### src/rtl/uart_pkg.sv
`timescale 1ns/1ps
`default_nettype none
// ============================================================================
//  Module   : uart_pkg
//  Purpose  : Shared types and constants for the buffered UART transmitter:
//             transmit FSM state encoding, parity selectors, default divisor.
//  Revision : 1.0 - initial release
// ============================================================================
package uart_pkg;

    typedef enum logic [2:0] {
        IDLE   = 3'd0,
        START  = 3'd1,
        DATA   = 3'd2,
        PARITY = 3'd3,
        STOP   = 3'd4
    } tx_state_e;

    localparam int PARITY_NONE = 0;
    localparam int PARITY_ODD  = 1;
    localparam int PARITY_EVEN = 2;

    localparam int DEFAULT_DIV = 434;

endpackage
`default_nettype wire

### src/rtl/uart_tx_fifo_sync_fifo.sv
`timescale 1ns/1ps
`default_nettype none
// ============================================================================
//  Module   : sync_fifo
//  Purpose  : Single-clock FIFO with registered full/empty/count status and
//             a combinational head-of-queue read port (rdata shows the oldest
//             entry whenever empty is low).
//  Revision : 1.0 - initial release
// ============================================================================
module sync_fifo #(
    parameter int WIDTH = 8,
    parameter int DEPTH = 16
) (
    input  logic                         clk,
    input  logic                         reset,
    input  logic                         push,
    input  logic                         pop,
    input  logic [WIDTH-1:0]             wdata,
    output logic [WIDTH-1:0]             rdata,
    output logic                         full,
    output logic                         empty,
    output logic [$clog2(DEPTH+1)-1:0]   count
);

    localparam int c_AW = $clog2(DEPTH);
    localparam int c_CW = $clog2(DEPTH + 1);

    logic [WIDTH-1:0] r_mem [DEPTH];
    logic [c_AW-1:0]  r_wr_ptr;
    logic [c_AW-1:0]  r_rd_ptr;
    logic [c_CW-1:0]  r_count;
    logic [c_CW-1:0]  w_count_nxt;
    logic             r_full;
    logic             r_empty;
    logic             w_push_ok;
    logic             w_pop_ok;

    // A push into a full FIFO is ignored; a pop from an empty one likewise.
    assign w_push_ok = push && !r_full;
    assign w_pop_ok  = pop  && !r_empty;

    // Next occupancy; a simultaneous push and pop leaves it unchanged.
    always_comb begin
        w_count_nxt = r_count;
        if (w_push_ok && !w_pop_ok) begin
            w_count_nxt = r_count + 1'b1;
        end else if (!w_push_ok && w_pop_ok) begin
            w_count_nxt = r_count - 1'b1;
        end
    end

    // Storage array; contents are don't-care until written, so no reset.
    always_ff @(posedge clk) begin
        if (w_push_ok) begin
            r_mem[r_wr_ptr] <= wdata;
        end
    end

    // Pointers and status flags, all updated from the same next-count value.
    always_ff @(posedge clk or negedge reset) begin
        if (!reset) begin
            r_wr_ptr <= '0;
            r_rd_ptr <= '0;
            r_count  <= '0;
            r_full   <= 1'b0;
            r_empty  <= 1'b1;
        end else begin
            if (w_push_ok) begin
                r_wr_ptr <= r_wr_ptr + 1'b1;
            end
            if (w_pop_ok) begin
                r_rd_ptr <= r_rd_ptr + 1'b1;
            end
            r_count <= w_count_nxt;
            r_full  <= (w_count_nxt == c_CW'(DEPTH));
            r_empty <= (w_count_nxt == '0);
        end
    end

    assign rdata = r_mem[r_rd_ptr];
    assign full  = r_full;
    assign empty = r_empty;
    assign count = r_count;

endmodule
`default_nettype wire

### src/rtl/uart_tx_fifo.sv
`timescale 1ns/1ps
`default_nettype none
// ============================================================================
//  Module   : uart_tx_fifo
//  Purpose  : Buffered serial transmitter. CPU writes land in a FIFO; the
//             transmit FSM frames each word as start / data (LSB first) /
//             optional parity / 1-2 stop bits, running back-to-back frames
//             while the FIFO has data. Sticky overflow flag for dropped writes.
//  Options  : UART_TX_DIV_PORT_EN - adds div_in[15:0]; the bit period is
//             latched from it at every frame start (values below 2 act as 2).
//  Revision : 1.0 - initial release
// ============================================================================
module uart_tx_fifo #(
    parameter int DIV       = uart_pkg::DEFAULT_DIV,
    parameter int DATA_BITS = 8,
    parameter int PARITY    = 0,
    parameter int STOP_BITS = 1,
    parameter int DEPTH     = 16
) (
    input  logic                         clk,
    input  logic                         reset,
    input  logic                         wr_en,
    input  logic [DATA_BITS-1:0]         wr_data,
    input  logic                         ovf_clr,
`ifdef UART_TX_DIV_PORT_EN
    input  logic [15:0]                  div_in,
`endif
    output logic                         full,
    output logic                         empty,
    output logic [$clog2(DEPTH+1)-1:0]   count,
    output logic                         busy,
    output logic                         overflow,
    output logic                         txd
);

    import uart_pkg::*;

`ifdef UART_TX_DIV_PORT_EN
    localparam int c_BAUD_W = 16;
`else
    localparam int c_BAUD_W = $clog2(DIV);
`endif
    localparam int                c_BIT_W     = $clog2(DATA_BITS);
    localparam logic [c_BIT_W-1:0] c_LAST_BIT  = c_BIT_W'(DATA_BITS - 1);
    localparam logic [c_BIT_W-1:0] c_LAST_STOP = c_BIT_W'(STOP_BITS - 1);

    tx_state_e              r_state;
    logic [c_BAUD_W-1:0]    r_baud;
    logic [c_BIT_W-1:0]     r_bit;
    logic [DATA_BITS-1:0]   r_shift;
    logic                   r_par;
    logic                   r_txd;
    logic                   r_busy;
    logic                   r_ovf;

    logic [DATA_BITS-1:0]   w_rdata;
    logic                   w_full;
    logic                   w_empty;
    logic                   w_pop;
    logic                   w_par_calc;
    logic [c_BAUD_W-1:0]    w_load_m1;
    logic [c_BAUD_W-1:0]    w_reload;

    sync_fifo #(
        .WIDTH (DATA_BITS),
        .DEPTH (DEPTH)
    ) u_fifo (
        .clk   (clk),
        .reset (reset),
        .push  (wr_en),
        .pop   (w_pop),
        .wdata (wr_data),
        .rdata (w_rdata),
        .full  (w_full),
        .empty (w_empty),
        .count (count)
    );

    // A word is taken from the FIFO when idle, or at the very end of the last
    // stop bit so the next start bit follows without an idle gap.
    assign w_pop = !w_empty &&
                   ((r_state == uart_pkg::IDLE) ||
                    ((r_state == uart_pkg::STOP) && (r_baud == '0) && (r_bit == c_LAST_STOP)));

    // Parity is taken from the popped word so it travels with its frame.
    assign w_par_calc = (PARITY == PARITY_ODD) ? ~(^w_rdata) : (^w_rdata);

`ifdef UART_TX_DIV_PORT_EN
    logic [15:0] r_div_m1;

    assign w_load_m1 = (div_in < 16'd2) ? 16'd1 : (div_in - 16'd1);
    assign w_reload  = r_div_m1;

    // Bit period is frozen per frame so div_in changes never disturb a frame in flight.
    always_ff @(posedge clk or negedge reset) begin
        if (!reset) begin
            r_div_m1 <= 16'd1;
        end else if (w_pop) begin
            r_div_m1 <= w_load_m1;
        end
    end
`else
    assign w_load_m1 = c_BAUD_W'(DIV - 1);
    assign w_reload  = c_BAUD_W'(DIV - 1);
`endif

    // Sticky overflow: a dropped write sets it and wins over a same-edge clear.
    always_ff @(posedge clk or negedge reset) begin
        if (!reset) begin
            r_ovf <= 1'b0;
        end else if (wr_en && w_full) begin
            r_ovf <= 1'b1;
        end else if (ovf_clr) begin
            r_ovf <= 1'b0;
        end
    end

    // Transmit FSM: every bit lasts one full bit period, counted down to 0.
    always_ff @(posedge clk or negedge reset) begin
        if (!reset) begin
            r_state <= uart_pkg::IDLE;
            r_baud  <= '0;
            r_bit   <= '0;
            r_shift <= '0;
            r_par   <= 1'b0;
            r_txd   <= 1'b1;
            r_busy  <= 1'b0;
        end else begin
            case (r_state)
                uart_pkg::IDLE: begin
                    r_txd  <= 1'b1;
                    r_busy <= 1'b0;
                    if (w_pop) begin
                        r_state <= uart_pkg::START;
                        r_shift <= w_rdata;
                        r_par   <= w_par_calc;
                        r_baud  <= w_load_m1;
                        r_txd   <= 1'b0;
                        r_busy  <= 1'b1;
                    end
                end
                uart_pkg::START: begin
                    if (r_baud == '0) begin
                        r_state <= uart_pkg::DATA;
                        r_bit   <= '0;
                        r_baud  <= w_reload;
                        r_txd   <= r_shift[0];
                    end else begin
                        r_baud <= r_baud - 1'b1;
                    end
                end
                uart_pkg::DATA: begin
                    if (r_baud == '0) begin
                        r_baud <= w_reload;
                        if (r_bit == c_LAST_BIT) begin
                            r_bit <= '0;
                            if (PARITY != PARITY_NONE) begin
                                r_state <= uart_pkg::PARITY;
                                r_txd   <= r_par;
                            end else begin
                                r_state <= uart_pkg::STOP;
                                r_txd   <= 1'b1;
                            end
                        end else begin
                            r_bit   <= r_bit + 1'b1;
                            r_shift <= r_shift >> 1;
                            r_txd   <= r_shift[1];
                        end
                    end else begin
                        r_baud <= r_baud - 1'b1;
                    end
                end
                uart_pkg::PARITY: begin
                    if (r_baud == '0) begin
                        r_state <= uart_pkg::STOP;
                        r_bit   <= '0;
                        r_baud  <= w_reload;
                        r_txd   <= 1'b1;
                    end else begin
                        r_baud <= r_baud - 1'b1;
                    end
                end
                uart_pkg::STOP: begin
                    if (r_baud == '0) begin
                        if (r_bit != c_LAST_STOP) begin
                            r_bit  <= r_bit + 1'b1;
                            r_baud <= w_reload;
                        end else if (w_pop) begin
                            r_state <= uart_pkg::START;
                            r_bit   <= '0;
                            r_shift <= w_rdata;
                            r_par   <= w_par_calc;
                            r_baud  <= w_load_m1;
                            r_txd   <= 1'b0;
                        end else begin
                            r_state <= uart_pkg::IDLE;
                            r_bit   <= '0;
                            r_busy  <= 1'b0;
                            r_txd   <= 1'b1;
                        end
                    end else begin
                        r_baud <= r_baud - 1'b1;
                    end
                end
                default: begin
                    r_state <= uart_pkg::IDLE;
                    r_txd   <= 1'b1;
                    r_busy  <= 1'b0;
                end
            endcase
        end
    end

    assign full     = w_full;
    assign empty    = w_empty;
    assign busy     = r_busy;
    assign overflow = r_ovf;
    assign txd      = r_txd;

endmodule
`default_nettype wire

### config.mk
export PLATFORM = sky130hd
export DESIGN_NAME = uart_tx_fifo
export DESIGN_NICKNAME = d
export VERILOG_FILES = /design/src/rtl/uart_pkg.sv /design/src/rtl/uart_tx_fifo_sync_fifo.sv /design/src/rtl/uart_tx_fifo.sv
export SDC_FILE = /design/constraint.sdc
export NUM_CORES = 1
export LEC_CHECK = 0
export CORE_MARGIN = 2
export CORE_UTILIZATION = 55
export DETAILED_ROUTE_END_ITERATION = 10
export GPL_ROUTABILITY_DRIVEN = 0
export PLACE_DENSITY = 0.75
export RECOVER_POWER = 25
export SLEW_MARGIN = 10
export SYNTH_ARGS = -nofsm -noshare
export SYNTH_HDL_FRONTEND = slang
export SYNTH_SLANG_ARGS = --single-unit
export TNS_END_PERCENT = 30
### constraint.sdc
create_clock -name clk -period 2.8 [get_ports clk]
set_input_delay 0.42 -clock clk [delete_from_list [all_inputs] [get_ports clk]]
set_output_delay 0.42 -clock clk [all_outputs]
set_load 0.005 [all_outputs]
**After elaboration in Yosys (flattened, before gate mapping)**

Memories as Yosys holds them, arrays and structs flattened.
Cells that the tools add are included.

- Bits in registers: 41
- Memory bits (writable): 128
- Input bits: 12
- Output and inout port bits: 10
- Logic and storage cells: 110
- Memories: 1

- Add/sub/neg operators: 6
- Equality and inequality tests: 16
- Muxes and demuxes: 45
- Bitwise logic cells: 1
- Reductions and logical operators: 29

Memory list:

| memory | depth | bits a word | read ports | clocked after memory_dff | wr ports | line | source |
|---|---|---|---|---|---|---|---|
| u_fifo.r_mem | 16 | 8 | 1 | 0 | 1 | uart_tx_fifo_sync_fifo.sv:28 | `logic [WIDTH-1:0] r_mem [DEPTH];` |

Operators with widths:

| cell | count |
|---|---|
| $mux W8 | 5 |
| $mux W3 | 12 |
| $mux W9 | 4 |
| $pmux W9 S3 | 1 |
| $pmux W8 S3 | 1 |
| $mux W1 | 16 |
| $pmux W3 S5 | 1 |
| $ne A2 B2 Y1 const B | 7 |
| $reduce_bool A3 Y1 | 4 |
| $mux W5 | 2 |
| $reduce_and A5 Y1 | 2 |
| $logic_not A9 Y1 | 1 |
| $pmux W3 S3 | 1 |
| $sub A9 B1 Y9 const B | 1 |
| $add A4 B1 Y4 const B | 2 |
| $logic_and A1 B1 Y1 | 8 |
| $reduce_and A4 Y1 | 2 |
| $reduce_and A7 Y1 | 1 |
| $eq A3 B2 Y1 const B | 2 |
| $eq A3 B3 Y1 const B | 2 |
| $logic_not A3 Y1 | 2 |
| $ne A2 B1 Y1 const B | 3 |
| $add A5 B1 Y5 const B | 1 |
| $eq A5 B5 Y1 const B | 1 |
| other kinds (12) | 15 |

**Logic depth before layout (Yosys ltp)**

- Depth in word-level cells: 10
- Gate-level depth with buffers: 10
- Mapped depth without buffers: 8

**By module**

From an unflattened synthesis, not the netlist that was laid out.

- Cells, all modules: 470
- Area, all modules: 7,454.6 µm²

By module, submodules not included:

| module | instances | cells an instance | area an instance (µm²) | sequential area each (µm²) |
|---|---|---|---|---|
| sync_fifo | 1 | 296 | 5,791.8 | 4,220.3 |
| uart_tx_fifo | 1 | 174 | 1,662.8 | 651.9 |

**Worst setup path before layout**

No wires, ideal clock.

- Path kind: reg-to-reg
- Start: register r_baud[0]
- End: register u_fifo.r_full (netlist: u_fifo.full)
- Library setup time: 0.095 ns
- Arrival: 2.236 ns
- Data required time: 2.705 ns
- Path slack: 0.468 ns
- Stages on the path, launching flop included: 10
- Path buffers: 1
- Period minus slack after synthesis: 2.332 ns
- Cell sequence: dfrtp_1 inv_1 ha_1 or4b_1 buf_2 o31a_4 nor3_4 a31oi_2 xnor2_2 nor4b_2

- Longest elaborated chain between the ends: 10
- Elaborated cells between the ends (all ways): 12
- Classes of those cells: eq/ne: 1; mux: 2; reduce/logical: 9

Ends and longest elaborated chain:

| item | line | source |
|---|---|---|
| from (decl) | uart_tx_fifo.sv:48 | `logic [c_BAUD_W-1:0] r_baud;` |
| from (signal assigned) | uart_tx_fifo.sv:137 | `r_baud <= w_load_m1;` |
| from (signal assigned) | uart_tx_fifo.sv:146 | `r_baud <= w_reload;` |
| from (signal assigned) | uart_tx_fifo.sv:149 | `r_baud <= r_baud - 1'b1;` |
| $logic_not A9 Y1 (*) | uart_tx_fifo.sv:83 | `((r_state == uart_pkg::STOP) && (r_baud == '0) && (r_bit == c_LAST_STOP)));` |
| $logic_and A1 B1 Y1 (*) (2 in series) | uart_tx_fifo.sv:83 |  |
| $logic_or A1 B1 Y1 (*) | uart_tx_fifo.sv:82 | `((r_state == uart_pkg::IDLE) \|\|` |
| $logic_and A1 B1 Y1 (*) | uart_tx_fifo.sv:81 | `assign w_pop = !w_empty &&` |
| $logic_and A1 B1 Y1 (*) | uart_tx_fifo_sync_fifo.sv:40 | `assign w_pop_ok = pop && !r_empty;` |
| $logic_and A1 B1 Y1 / $logic_not A1 Y1 (equally long branches) | uart_tx_fifo_sync_fifo.sv:47, uart_tx_fifo_sync_fifo.sv:45 |  |
| $mux W5 / $logic_and A1 B1 Y1 (equally long branches) | uart_tx_fifo_sync_fifo.sv:47, uart_tx_fifo_sync_fifo.sv:45 |  |
| $mux W5 (*) | uart_tx_fifo_sync_fifo.sv:45 | `if (w_push_ok && !w_pop_ok) begin` |
| net u_fifo.w_count_nxt[2] | uart_tx_fifo_sync_fifo.sv:32 | `logic [c_CW-1:0] w_count_nxt;` |
| $eq A5 B5 Y1 (*) | uart_tx_fifo_sync_fifo.sv:75 | `r_full <= (w_count_nxt == c_CW'(DEPTH));` |
| to (signal assigned) | uart_tx_fifo_sync_fifo.sv:75 |  |
| to (decl) | uart_tx_fifo_sync_fifo.sv:33 | `logic r_full;` |

Mark *: on every way through the listed nets, which the timed path passes. The rest lies on a longest branch.
A chain may end at the register's enable or synchronous reset.

**Worst setup path after layout**

Ends and elaborated chain as after synthesis.

==> flow_results.xml <==
<?xml version="1.0" encoding="UTF-8"?>
<metrics>
  <group name="run_status">
    <metric name="run_status" unit="">finished, violations left</metric>
    <metric name="violations" unit="">max-capacitance violations, max-slew violations</metric>
  </group>
  <group name="final_layout">
    <metric name="layout.filler_cells" unit="">919</metric>
    <metric name="drive_above_1_share" unit="%">18.8</metric>
    <metric name="n_antenna_cell" unit="">0</metric>
    <metric name="post_layout_nonfiller_instances" unit="">666</metric>
    <metric name="area_occupied_by_multi_input_gates" unit="um2">2290</metric>
    <metric name="final_nets" unit="">502</metric>
    <metric name="area_grow_syn2layout" unit="%">13.4</metric>
    <metric name="area_taken_by_flip_flops_and_latches" unit="um2">4870</metric>
  </group>
  <group name="power">
    <metric name="comb_power_share" unit="%">11.9</metric>
    <metric name="switchingPower" unit="uW">1560</metric>
    <metric name="power_switching_share" unit="%">25.1</metric>
    <metric name="p_int" unit="uW">4650</metric>
    <metric name="share_seq_of_total_power" unit="%">50.2</metric>
    <metric name="power_density" unit="nW/um2">750</metric>
    <metric name="irDropWorstVdd" unit="uV">780</metric>
    <metric name="total_power" unit="uW">6210</metric>
    <metric name="p_leak" unit="uW">0.00289</metric>
    <metric name="power.share.clock" unit="%">37.9</metric>
  </group>
  <group name="synthesis">
    <metric name="synth_top_area_cell" unit="">edfxtp_1</metric>
    <metric name="most_frequent_cell_after_synthesis" unit="">edfxtp_1</metric>
    <metric name="mappedNetlistNets" unit="">479</metric>
    <metric name="syn_area_cell" unit="um2">16.1</metric>
    <metric name="asyncSetResetFlopFracSynth" unit="%">24.3</metric>
    <metric name="synthesis_warning_total" unit="">0</metric>
    <metric name="synth.lib_cells_used.distinct" unit="">61</metric>
    <metric name="synth.yosys.seq_area_share" unit="%">66.7</metric>
    <metric name="synth_edf_count" unit="">128</metric>
    <metric name="synth_seq_cells" unit="">169</metric>
    <metric name="synth_area" unit="um2">7310</metric>
    <metric name="post_synth_main_area_contributors" unit="">edfxtp_1 (53%), dfrtp_1 (13%), mux4_2 (11%)</metric>
    <metric name="synth_top_cell_area_share" unit="%">52.6</metric>
    <metric name="syn-instance-count" unit="">455</metric>
    <metric name="synth_top_flop_cell" unit="">edfxtp_1</metric>
    <metric name="netlist_top_cells_count" unit="">edfxtp_1 (128), dfrtp_1 (39), mux4_2 (35), nor2_1 (28), nand2_1 (24)</metric>
  </group>
  <group name="timing">
    <metric name="timing.hold.ws" unit="ps">508</metric>
    <metric name="hold_viol" unit="">0</metric>
    <metric name="grt_setup_unrepaired" unit="">false</metric>
    <metric name="skew" unit="ps">11.8</metric>
    <metric name="slew_viols_final" unit="">42</metric>
    <metric name="setup-tns-final" unit="ps">0</metric>
    <metric name="worst_pin_slew" unit="ps">2200</metric>
    <metric name="slew_headroom" unit="%">-46.8</metric>
    <metric name="min_period" unit="ps">2600</metric>
    <metric name="setup_viol_count_final" unit="">0</metric>
    <metric name="timing.fmax" unit="MHz">384</metric>
    <metric name="final_min_period_over_clock_period" unit="%">92.9</metric>
  </group>
  <group name="global_route">
    <metric name="globalRoute.busiestLayer" unit="">met2</metric>
    <metric name="antenna_found_initial" unit="">0</metric>
    <metric name="grtUsageTotal" unit="%">21.0</metric>
    <metric name="maximum_number_of_pins_on_one_net_before_global_route_repair" unit="">42</metric>
    <metric name="gr-total-overflow" unit="">0</metric>
    <metric name="grt_first_pass_wirelength" unit="um">21900</metric>
    <metric name="vias_in_the_first_global_route" unit="">4059</metric>
    <metric name="grtUsageMet1" unit="%">26.7</metric>
    <metric name="groute.layer.met3.usage" unit="%">5.22</metric>
    <metric name="groute.layer.met2.usage" unit="%">34.8</metric>
  </group>
  <group name="detailed_routing">
    <metric name="routed-via-count" unit="">3880</metric>
    <metric name="remaining_design_rule_violation_count" unit="">0</metric>
    <metric name="drtAntennaViolNets" unit="">0</metric>
    <metric name="wl_per_cell" unit="um">20.1</metric>
    <metric name="dr.first_iter.drc_count" unit="">296</metric>
    <metric name="viasPerCell" unit="">5.83</metric>
    <metric name="drt_pre_antenna_iters" unit="">5</metric>
    <metric name="routed_wl" unit="um">13400</metric>
  </group>
  <group name="worst_setup_path">
    <metric name="critPathSlowestCell" unit="">or4b_1</metric>
    <metric name="crit_fanout" unit="">6</metric>
    <metric name="cp_cell_sequence" unit="">inv_1, ha_1, or4b_1, o31ai_4, nand3_1, o22ai_2, xor2_2, nor4b_2</metric>
    <metric name="r2r_setup_slack" unit="ps">200</metric>
    <metric name="crit_end" unit="">u_fifo.full$_DFF_PN0_</metric>
    <metric name="element_type_at_the_critical_path_end" unit="">flop</metric>
    <metric name="timing.critical_path.from" unit="">r_baud[0]$_DFFE_PN0P_</metric>
    <metric name="type_of_origin_of_the_critical_path" unit="">flop</metric>
    <metric name="critical-path-top-delay-family" unit="">simple AND/OR/NAND/NOR gates</metric>
    <metric name="critical_path_buf_inv_count" unit="">1</metric>
    <metric name="crit-reg2reg-capture" unit="">u_fifo.full$_DFF_PN0_</metric>
    <metric name="critical_path_required" unit="ps">3130</metric>
    <metric name="worst-path-stages" unit="">8</metric>
    <metric name="regToRegStartpoint" unit="">r_baud[0]$_DFFE_PN0P_</metric>
    <metric name="worstRegToRegCells" unit="">8</metric>
    <metric name="worst_ep_arrival_time" unit="ps">2940</metric>
    <metric name="crit_type" unit="">reg -&gt; reg</metric>
    <metric name="critical_path.max_stage_delay" unit="ps">600</metric>
  </group>
  <group name="clock_tree">
    <metric name="cts_post_setup_buffers_inserted" unit="">0</metric>
    <metric name="hold_bufs_inserted_after_cts" unit="">0</metric>
    <metric name="cts.reportedPaths.clkPinSlew" unit="ps">70</metric>
    <metric name="ctsRootBufferMaster" unit="">clkbuf_16</metric>
    <metric name="clock_sinks" unit="">169</metric>
    <metric name="cts_inserted_buffers" unit="">17</metric>
    <metric name="cts_resized" unit="">0</metric>
    <metric name="buffers_from_clock_root_to_sink_at_most" unit="">2</metric>
    <metric name="clock_insertion_delay_worst_skew" unit="ps">430</metric>
    <metric name="tritoncts" unit="">done</metric>
    <metric name="htree_levels" unit="">4</metric>
  </group>
  <group name="placed_design">
    <metric name="dp.cells" unit="">635</metric>
    <metric name="dp.final_hpwl" unit="um">8680</metric>
    <metric name="io_buffer_count" unit="">21</metric>
  </group>
  <group name="die">
    <metric name="placement_rows" unit="">42</metric>
    <metric name="io_pins" unit="">22</metric>
    <metric name="core" unit="um2">13100</metric>
    <metric name="die_h" unit="um">119</metric>
    <metric name="initial_core_util" unit="%">55.8</metric>
    <metric name="dieWidth" unit="um">119</metric>
    <metric name="dieArea" unit="um2">14200</metric>
  </group>
  <group name="run">
    <metric name="cap_viol_max_count" unit="">1</metric>
  </group>
  <group name="min_path">
    <metric name="worstHoldPathType" unit="">reg -&gt; reg</metric>
  </group>
</metrics>
-- worst min path at each step --
| stage | slack (ps) | start | endpoint | depth (start not counted) |
|---|---|---|---|---|
| detailed placement | 490 | r_baud[7]$_DFFE_PN0P_ | r_baud[7]$_DFFE_PN0P_ | 1 |
| global route | 530 | r_baud[7]$_DFFE_PN0P_ | r_baud[7]$_DFFE_PN0P_ | 1 |
| global placement | 490 | r_baud[0]$_DFFE_PN0P_ | r_baud[0]$_DFFE_PN0P_ | 1 |
| finish | 510 | r_baud[0]$_DFFE_PN0P_ | r_baud[0]$_DFFE_PN0P_ | 1 |
| floorplan | 120 | reset | busy$_DFFE_PN0P_ | 0 |
| CTS | 150 | reset | u_fifo.r_rd_ptr[1]$_DFFE_PN0P_ | 1 |
-- placed cells by master (no fill, tap or decap), types with 7 or more instances in the layout --
master,netlist,routed
a211oi_1,12,12
a21oi_1,22,22
and2_1,16,16
clkbuf_16,0,17
clkdlybuf4s50_1,0,15
dfrtp_1,39,38
edfxtp_1,128,128
ha_1,12,12
inv_1,13,13
mux2i_1,7,7
mux4_2,35,35
nand2_1,24,24
nor2_1,28,28
nor2b_1,8,8
o21ai_0,9,9
xnor2_1,8,8
-- power groups by stage --
stage / Clock [uW] / Sequential [uW] / Combinational [uW]
after floorplan: 0 / 3130 / 460
after global placement: 0 / 3150 / 723
after detailed placement: 0 / 3170 / 745
after CTS: 2400 / 3120 / 755
after global routing: 2490 / 3150 / 812
final: 2350 / 3120 / 738
-- stage by stage --
| step | setup WS (ps) | area, um2 | utilization, % |
|---|---|---|---|
| floorplan | 468 | 7310 | - |
| global placement | 341 | 7700 | 58.8 |
| detailed placement | 225 | 7700 | 58.8 |
| CTS | 205 | 8280 | 63.3 |
| global route | 46.4 | 8280 | 63.3 |
| finish | 198 | 8280 | 63.3 |
-- final cells by class --
cell class	instances	area share, %
clock inverters	13	1.92
inverters	13	0.589
repair buffers	26	3.22
clock buffers	18	5.18
flip-flops and latches	169	58.8
well taps	176	2.66
multi-input cells	251	27.6
-- routing by layer --
metal  vias to the layer above  part of all wire, %
li1                       1801                    -
met3                        14                  3.6
met4                         0                  1.4
met1                      1989                   43
met2                        76                   52
met5                         -                    0
-- sequential cells by signal (all words and copies together), names as in the netlist --
name             flops
overflow             1
txd                  1
u_fifo.r_rd_ptr      4
u_fifo.count         5
u_fifo.r_wr_ptr      4
r_bit                3
u_fifo.empty         1
u_fifo.full          1
busy                 1
r_state              3
r_baud               9
r_shift              8
u_fifo.r_mem       128
-- kinds of logic after synthesis --
logic type,count (synthesis),synth area share (%)
DFF,169,66.7
and+or+nand+nor,109,7.93
AOI/OAI and AO/OA,75,7.65
muxes,43,11.9
buffers and inverters,35,2.04
xor gates and xnor gates,12,1.75
adders and majority gates,12,2.05
(Power assumes the default switching activity.)
